==> src/rtl/cargador_operandos_if.sv <==
// Operand-loader bus: switch/button inputs, operand drive to the adder,
// adder answer return and the registered result/status outputs.
interface cargador_operandos_if #(
  parameter int unsigned N = 4
);
  logic [N-1:0] data_in;
  logic         load;
  logic         clear;
  logic [N-1:0] input1;
  logic [N-1:0] input2;
  logic [N-1:0] answer;
  logic [N-1:0] result;
  logic         result_valid;
  logic [1:0]   state;

  modport master (
    output data_in, load, clear, answer,
    input  input1, input2, result, result_valid, state
  );

  modport slave (
    input  data_in, load, clear, answer,
    output input1, input2, result, result_valid, state
  );
endinterface

==> src/rtl/cargador_operandos.sv <==
// Sequential front-end for the ripple-carry adder: captures A then B from a
// shared switch bus on button presses and registers the adder's sum.
module cargador_operandos #(
  parameter int unsigned N = 4
) (
  input logic                 clk,
  input logic                 rst,
  cargador_operandos_if.slave bus
);

  typedef enum logic [1:0] {
    IDLE   = 2'b00,
    WAIT_B = 2'b01,
    CALC   = 2'b10,
    DONE   = 2'b11
  } state_t;

  state_t       state_q, state_d;
  logic [N-1:0] input1_q, input1_d;
  logic [N-1:0] input2_q, input2_d;
  logic [N-1:0] result_q, result_d;
  logic         valid_q, valid_d;
  logic         s1_q, s1_d;
  logic         s2_q, s2_d;
  logic         s3_q, s3_d;
  logic         load_pulse;

  always_comb begin
    s1_d       = bus.load;
    s2_d       = s1_q;
    s3_d       = s2_q;
    load_pulse = s2_q & ~s3_q;

    state_d  = state_q;
    input1_d = input1_q;
    input2_d = input2_q;
    result_d = result_q;
    valid_d  = valid_q;

    // clear wins over any coincident load pulse, which is simply lost
    if (bus.clear) begin
      state_d  = IDLE;
      input1_d = '0;
      input2_d = '0;
      result_d = '0;
      valid_d  = 1'b0;
    end else begin
      unique case (state_q)
        IDLE: if (load_pulse) begin
          input1_d = bus.data_in;
          state_d  = WAIT_B;
        end
        WAIT_B: if (load_pulse) begin
          input2_d = bus.data_in;
          state_d  = CALC;
        end
        CALC: begin
          result_d = bus.answer;
          valid_d  = 1'b1;
          state_d  = DONE;
        end
        DONE: if (load_pulse) begin
          input1_d = bus.data_in;
          valid_d  = 1'b0;
          state_d  = WAIT_B;
        end
        default: state_d = IDLE;
      endcase
    end
  end

  always_ff @(posedge clk or negedge rst) begin
    if (!rst) begin
      state_q  <= IDLE;
      input1_q <= '0;
      input2_q <= '0;
      result_q <= '0;
      valid_q  <= 1'b0;
      s1_q     <= 1'b0;
      s2_q     <= 1'b0;
      s3_q     <= 1'b0;
    end else begin
      state_q  <= state_d;
      input1_q <= input1_d;
      input2_q <= input2_d;
      result_q <= result_d;
      valid_q  <= valid_d;
      s1_q     <= s1_d;
      s2_q     <= s2_d;
      s3_q     <= s3_d;
    end
  end

  assign bus.input1       = input1_q;
  assign bus.input2       = input2_q;
  assign bus.result       = result_q;
  assign bus.result_valid = valid_q;
  assign bus.state        = state_q;

endmodule

==> src/flat_wrapper.sv <==
// flat-port wrapper written by rule: the top's interface ports become plain ports
module cargador_operandos_flat 
#(
  parameter int unsigned N = 4
)
  (clk, rst, bus_data_in, bus_load, bus_clear, bus_answer, bus_input1, bus_input2, bus_result, bus_result_valid, bus_state);
  cargador_operandos_if #(.N(N)) bus_i ();
  input logic clk;
  input logic rst;
  input wire logic [$bits(bus_i.data_in)-1:0] bus_data_in;
  input wire logic [$bits(bus_i.load)-1:0] bus_load;
  input wire logic [$bits(bus_i.clear)-1:0] bus_clear;
  input wire logic [$bits(bus_i.answer)-1:0] bus_answer;
  output wire logic [$bits(bus_i.input1)-1:0] bus_input1;
  output wire logic [$bits(bus_i.input2)-1:0] bus_input2;
  output wire logic [$bits(bus_i.result)-1:0] bus_result;
  output wire logic [$bits(bus_i.result_valid)-1:0] bus_result_valid;
  output wire logic [$bits(bus_i.state)-1:0] bus_state;
  assign bus_i.data_in = bus_data_in;
  assign bus_i.load = bus_load;
  assign bus_i.clear = bus_clear;
  assign bus_i.answer = bus_answer;
  assign bus_input1 = bus_i.input1;
  assign bus_input2 = bus_i.input2;
  assign bus_result = bus_i.result;
  assign bus_result_valid = bus_i.result_valid;
  assign bus_state = bus_i.state;
  cargador_operandos #(.N(N)) u_core (.clk(clk), .rst(rst), .bus(bus_i));
endmodule
==> config.mk <==
export PLATFORM = sky130hd
export DESIGN_NAME = cargador_operandos_flat
export DESIGN_NICKNAME = d
export VERILOG_FILES = /design/src/rtl/cargador_operandos_if.sv /design/src/rtl/cargador_operandos.sv /design/src/flat_wrapper.sv
export SDC_FILE = /design/constraint.sdc
export NUM_CORES = 1
export LEC_CHECK = 0
export ABC_AREA = 1
export CORE_MARGIN = 2
export CORE_UTILIZATION = 35
export CTS_CLUSTER_DIAMETER = 200
export DETAILED_ROUTE_END_ITERATION = 8
export GPL_ROUTABILITY_DRIVEN = 0
export PLACE_DENSITY_LB_ADDON = 0.05
export REMOVE_ABC_BUFFERS = 1
export SYNTH_ARGS = -nofsm -noshare
export SYNTH_HDL_FRONTEND = slang
export SYNTH_SLANG_ARGS = --single-unit
==> constraint.sdc <==
create_clock -name clk -period 1.5 [get_ports clk]
set_input_delay 0.3 -clock clk [delete_from_list [all_inputs] [get_ports clk]]
set_output_delay 0.3 -clock clk [all_outputs]
set_load 0.02 [all_outputs]
After elaboration in Yosys (flattened, before gate mapping)
Cells that the tools add are included.
{"block": "word_totals", "register_bits": 18, "out_inout_bits": 15}
{"block": "classes", "n_eq_ne": 6, "muxes": 14, "bitwise_logic": 2, "n_reduce_logical": 11}
{"operator": "4-bit 2-to-1 mux", "count": 7}
{"operator": "2-bit AND reduction", "count": 4}
{"operator": "2-bit nonzero test", "count": 4}
{"operator": "2-bit 2-to-1 mux", "count": 3}
{"operator": "3-bit by 2-bit != test with 1-bit output, second input constant", "count": 2}
{"operator": "2-bit one-hot mux with 3 select lines", "count": 1}
{"operator": "2-bit == test, second input constant", "count": 2}
{"operator": "3-bit by 1-bit != test with 1-bit output, second input constant", "count": 1}
{"operator": "3-bit nonzero test", "count": 1}
{"operator": "2-bit by 1-bit == test with 1-bit output, second input constant", "count": 1}
{"operator": "2-bit zero test", "count": 1}
{"operator": "1-bit 2-to-1 mux", "count": 2}
{"operator": "1-bit one-hot mux with 2 select lines", "count": 1}
{"operator": "2-bit OR reduction", "count": 1}
{"operator": "1-bit AND", "count": 1}
{"operator": "1-bit NOT", "count": 1}

Depth between registers and ports, before layout
Gate-level depths: netlist of run 1.
{"block": "logic_depth", "ltp_word": 5, "ltp_mapped": 7, "ltp_nobuf": 7}

Least setup slack after synthesis of run 1
Ideal clock, no wire load.
{"block": "synth_timing", "path_kind": "reg-to-reg", "start": "reg u_core.state_q[0], in the netlist u_core.bus.state[0]", "end": "reg u_core.input1_q[0], in the netlist u_core.bus.input1[0]", "setup_ps": 117, "arrival_time_ps": 1244, "setup_slack_ps": 139, "path_stages_with_launch": 7, "path_buffers": 0, "period_less_slack_ps": 1361, "path_cell_list": "dfrtp_1 -> inv_1 -> ha_1 -> nand3_1 -> nand2_1 -> nand2_1 -> nand2_1"}
{"block": "synth_between", "elab_chain_cells": 4, "elab_cells_between_ends": 5}
{"element": "from (decl)", "line": "cargador_operandos.sv:18", "source": "state_t state_q, state_d;"}
{"element": "from (signal assigned)", "line": "cargador_operandos.sv:83", "source": "state_q <= state_d;"}
{"element": "2-bit == test or 2-bit zero test (tied branches)", "line": "cargador_operandos.sv:48", "source": "unique case (state_q)"}
{"element": "2-bit OR reduction (no line) (*)"}
{"element": "2-bit nonzero test (no line) (*)"}
{"element": "2-bit AND reduction (no line) (*)"}
{"element": "to (signal assigned)", "line": "cargador_operandos.sv:84", "source": "input1_q <= input1_d;"}
{"element": "to (decl)", "line": "cargador_operandos.sv:19", "source": "logic [N-1:0] input1_q, input1_d;"}
Every way passes the cells marked *; elsewhere a longest branch is shown, timed or not.
A chain may end at the register's enable or synchronous reset.

Final worst setup path of run 1
{"block": "layout_timing", "start": "reg u_core.state_q[0], in the netlist u_core.bus.state[0]", "end": "out bus_state[0]"}
{"element": "to (decl)", "line": "flat_wrapper.sv:18", "source": "output wire logic [$bits(bus_i.state)-1:0] bus_state;"}
No word-level cell between the ends.

==> results of run 1 <==
==> flip-flops by register name, indices dropped and copies added (netlist names) <==
| name | count |
|---|---|
| u_core.bus.state | 2 |
| u_core.bus.result_valid | 1 |
| u_core.bus.input1 | 4 |
| u_core.s3_q | 1 |
| u_core.s1_q | 1 |
| u_core.s2_q | 1 |
| u_core.bus.input2 | 4 |
| u_core.bus.result | 4 |
==> metal layers <==
| metal | wire (um) | vias up |
|---|---|---|
| li1 | - | 356 |
| met1 | 759 | 330 |
| met2 | 793 | 17 |
| met3 | 106 | 2 |
| met4 | 14 | 0 |
| met5 | 0 | - |
==> area by class of cell <==
class	count	area share [%]
sequential	18	40.2
multi-input combinational	62	26.9
timing repair buffer	29	23.5
inverter	13	4.34
tap	28	3.11
clock buffer	3	2.00
==> path summary, 6_finish.rpt <==
path | from | end | slack, ns | cells after the start
max | u_core.bus.state[0] | bus_state[0] | 0.13 | 1
min | rst | u_core.bus.state[1] | 0.33 | 2
max reg2reg | u_core.bus.state[0] | u_core.bus.input1[2] | 0.13 | 6
min reg2reg | u_core.s1_q | u_core.s2_q | 0.36 | 0
max in group asynchronous | rst | u_core.bus.state[0] | 0.96 | 2
min in group clk | u_core.s1_q | u_core.s2_q | 0.36 | 0
==> where the power goes <==
group	internal (mW)	switching, mW	total [mW]
Sequential	0.570	0.0662	0.636
Clock	0.0933	0.140	0.233
Combinational	0.219	0.352	0.571
==> logic make-up after synthesis <==
group	share of synthesized area [%]
compound gates	0.611
fa+ha+maj	6.12
buf+inv	7.95
flops	55.0
simple gates	30.3
==> metrics by stage <==
step	total power, mW	cells	hold WS [ns]	setup slack (ns)	instance area (um2)
final	1.44	153	0.333	0.129	1120
after CTS	1.46	153	0.334	0.0909	1120
after detailed placement	1.28	150	0.346	0.109	1120
after global placement	1.28	150	0.335	0.151	1120
after floorplan	1.00	93	0.00441	0.135	802
after global routing	1.56	153	0.338	0.00957	1120
==> what timing repair did <==
action	4_1_cts	5_1_grt
gates resized for setup	15	1
endpoints found under the setup margin	15	4
pin swaps	0	0
==> cells in the mapped netlist <==
cell type / number
inv_2: 1
nand3_2: 1
ha_1: 4
o21ai_0: 1
buf_6: 1
nor2_1: 9
dfrtp_1: 18
nand2_1: 27
nand4_1: 2
nand3_1: 18
buf_2: 1
inv_1: 12
==> flow_metrics.py, run 1 <==
metrics = {
    "outcome": {
        "outcome": "completed",
    },
    "power_and_ir_drop": {
        "vdd_drop_max_uv": 673,
        "power_density_nw_per_um2": 1280,
        "power.leakage_nw": 0.659,
    },
    "worst_setup_path": {
        "max_stage_delay_ns": 0.45,
        "crit_path_end_kind": "primary output",
        "crit_family": "flip-flops",
        "worstPathArrival_ns": 1.07,
        "crit_required_ns": 1.20,
        "critical_path.cell_chain": "dlygate4sd2_1",
        "critPathLaunchType": "register",
        "cp_slowest_cell": "dfrtp_2",
        "path_class": "reg2out",
        "path_max_fanout": 6,
        "crit_buf_inv": 1,
    },
    "finish": {
        "final_cell_mix": "nand2_1, nand3_1, dfrtp_1",
        "multiInputGateArea_um2": 303,
        "layout.nets": 143,
        "drive_gt1_share_pct": 7.20,
        "layout_commonest_cell": "nand2_1",
        "seq_area_um2": 452,
        "area_growth_pct": 37.5,
        "diodes": 0,
        "final_util_pct": 50.8,
        "fill_cells": 233,
    },
    "global_routing": {
        "grt_usage_pct": 14.4,
        "antenna_found_initial": 0,
        "grt_pass1_vias": 658,
        "grt.met2_usage_pct": 24.2,
        "grt_pass1_wl_mm": 2.85,
        "met3_usage_pct": 6.57,
        "use_met1_pct": 17.0,
        "grt_start_max_net_pins": 19,
        "grt-busiest-layer": "met2",
        "grt_overflow": 0,
    },
    "cts": {
        "cts_tree": "built",
        "htreeDepth": 1,
        "clk_latency_ns": 0.29,
        "clockRootBuffer": "clkbuf_4",
        "clock-sinks": 18,
        "cts_buffers": 3,
        "path_clk_slew_ns": 0.10,
        "clockBufferDepth": 2,
        "cts_hold_buf": 0,
        "cts_setup_buffers": 0,
    },
    "place": {
        "port_buffers": 26,
        "dp_hpwl_mm": 1.26,
    },
    "yosys": {
        "synth-seq-cells": 18,
        "yosys_warnings": 0,
        "netlist_area_um2": 818,
        "synth_area_leaders": "dfrtp_1, nand2_1, nand3_1",
        "synth-seq-area-share_pct": 55.0,
        "synth_top_area_share_pct": 55.0,
        "syn_inst": 95,
        "avgSynthCellArea_um2": 8.61,
        "yosysUniqueCellTypes": 12,
        "synth_area_leader_cell": "dfrtp_1",
    },
    "floorplanning": {
        "fp.coreArea_um2": 2210,
        "io_pins": 27,
        "die_area_um2": 2740,
        "rows": 17,
        "die_w_um": 52.4,
        "fp.dieH_um": 52.4,
        "start_util_pct": 37.0,
    },
    "route": {
        "drc": 0,
        "vias": 705,
        "vias_per_cell": 4.61,
        "first_pass_iters": 4,
        "wl_mm": 1.67,
        "routedWlPerCell_um": 10.9,
        "ant_nets": 0,
        "drt_iter0_drc": 14,
    },
    "timing": {
        "final-hold-violation-count": 0,
        "period_needed_ns": 1.37,
        "max_freq_ghz": 0.729,
        "clock_skew_ns": 0.00389,
        "finalCritPeriodShare_pct": 91.4,
        "worst_pin_slew_ns": 0.240,
        "rsz0062_at_grt": "no",
        "tns_ns": 0,
        "drv_slew": 0,
        "relSlewSlack_pct": 84.0,
        "setup_viol": 0,
    },
    "job": {
        "drv_cap": 0,
    },
    "hold_path": {
        "hold_class": "in2async",
    },
}
Power figures use the tool's default switching activity.
==> inputs of run 2 (changes only) <==
- CAP_MARGIN: unset -> 30
- GPL_ROUTABILITY_DRIVEN: 0 -> unset
==> results of run 2 <==
No change in the layout: final DEF, timing and power equal those of run 1.
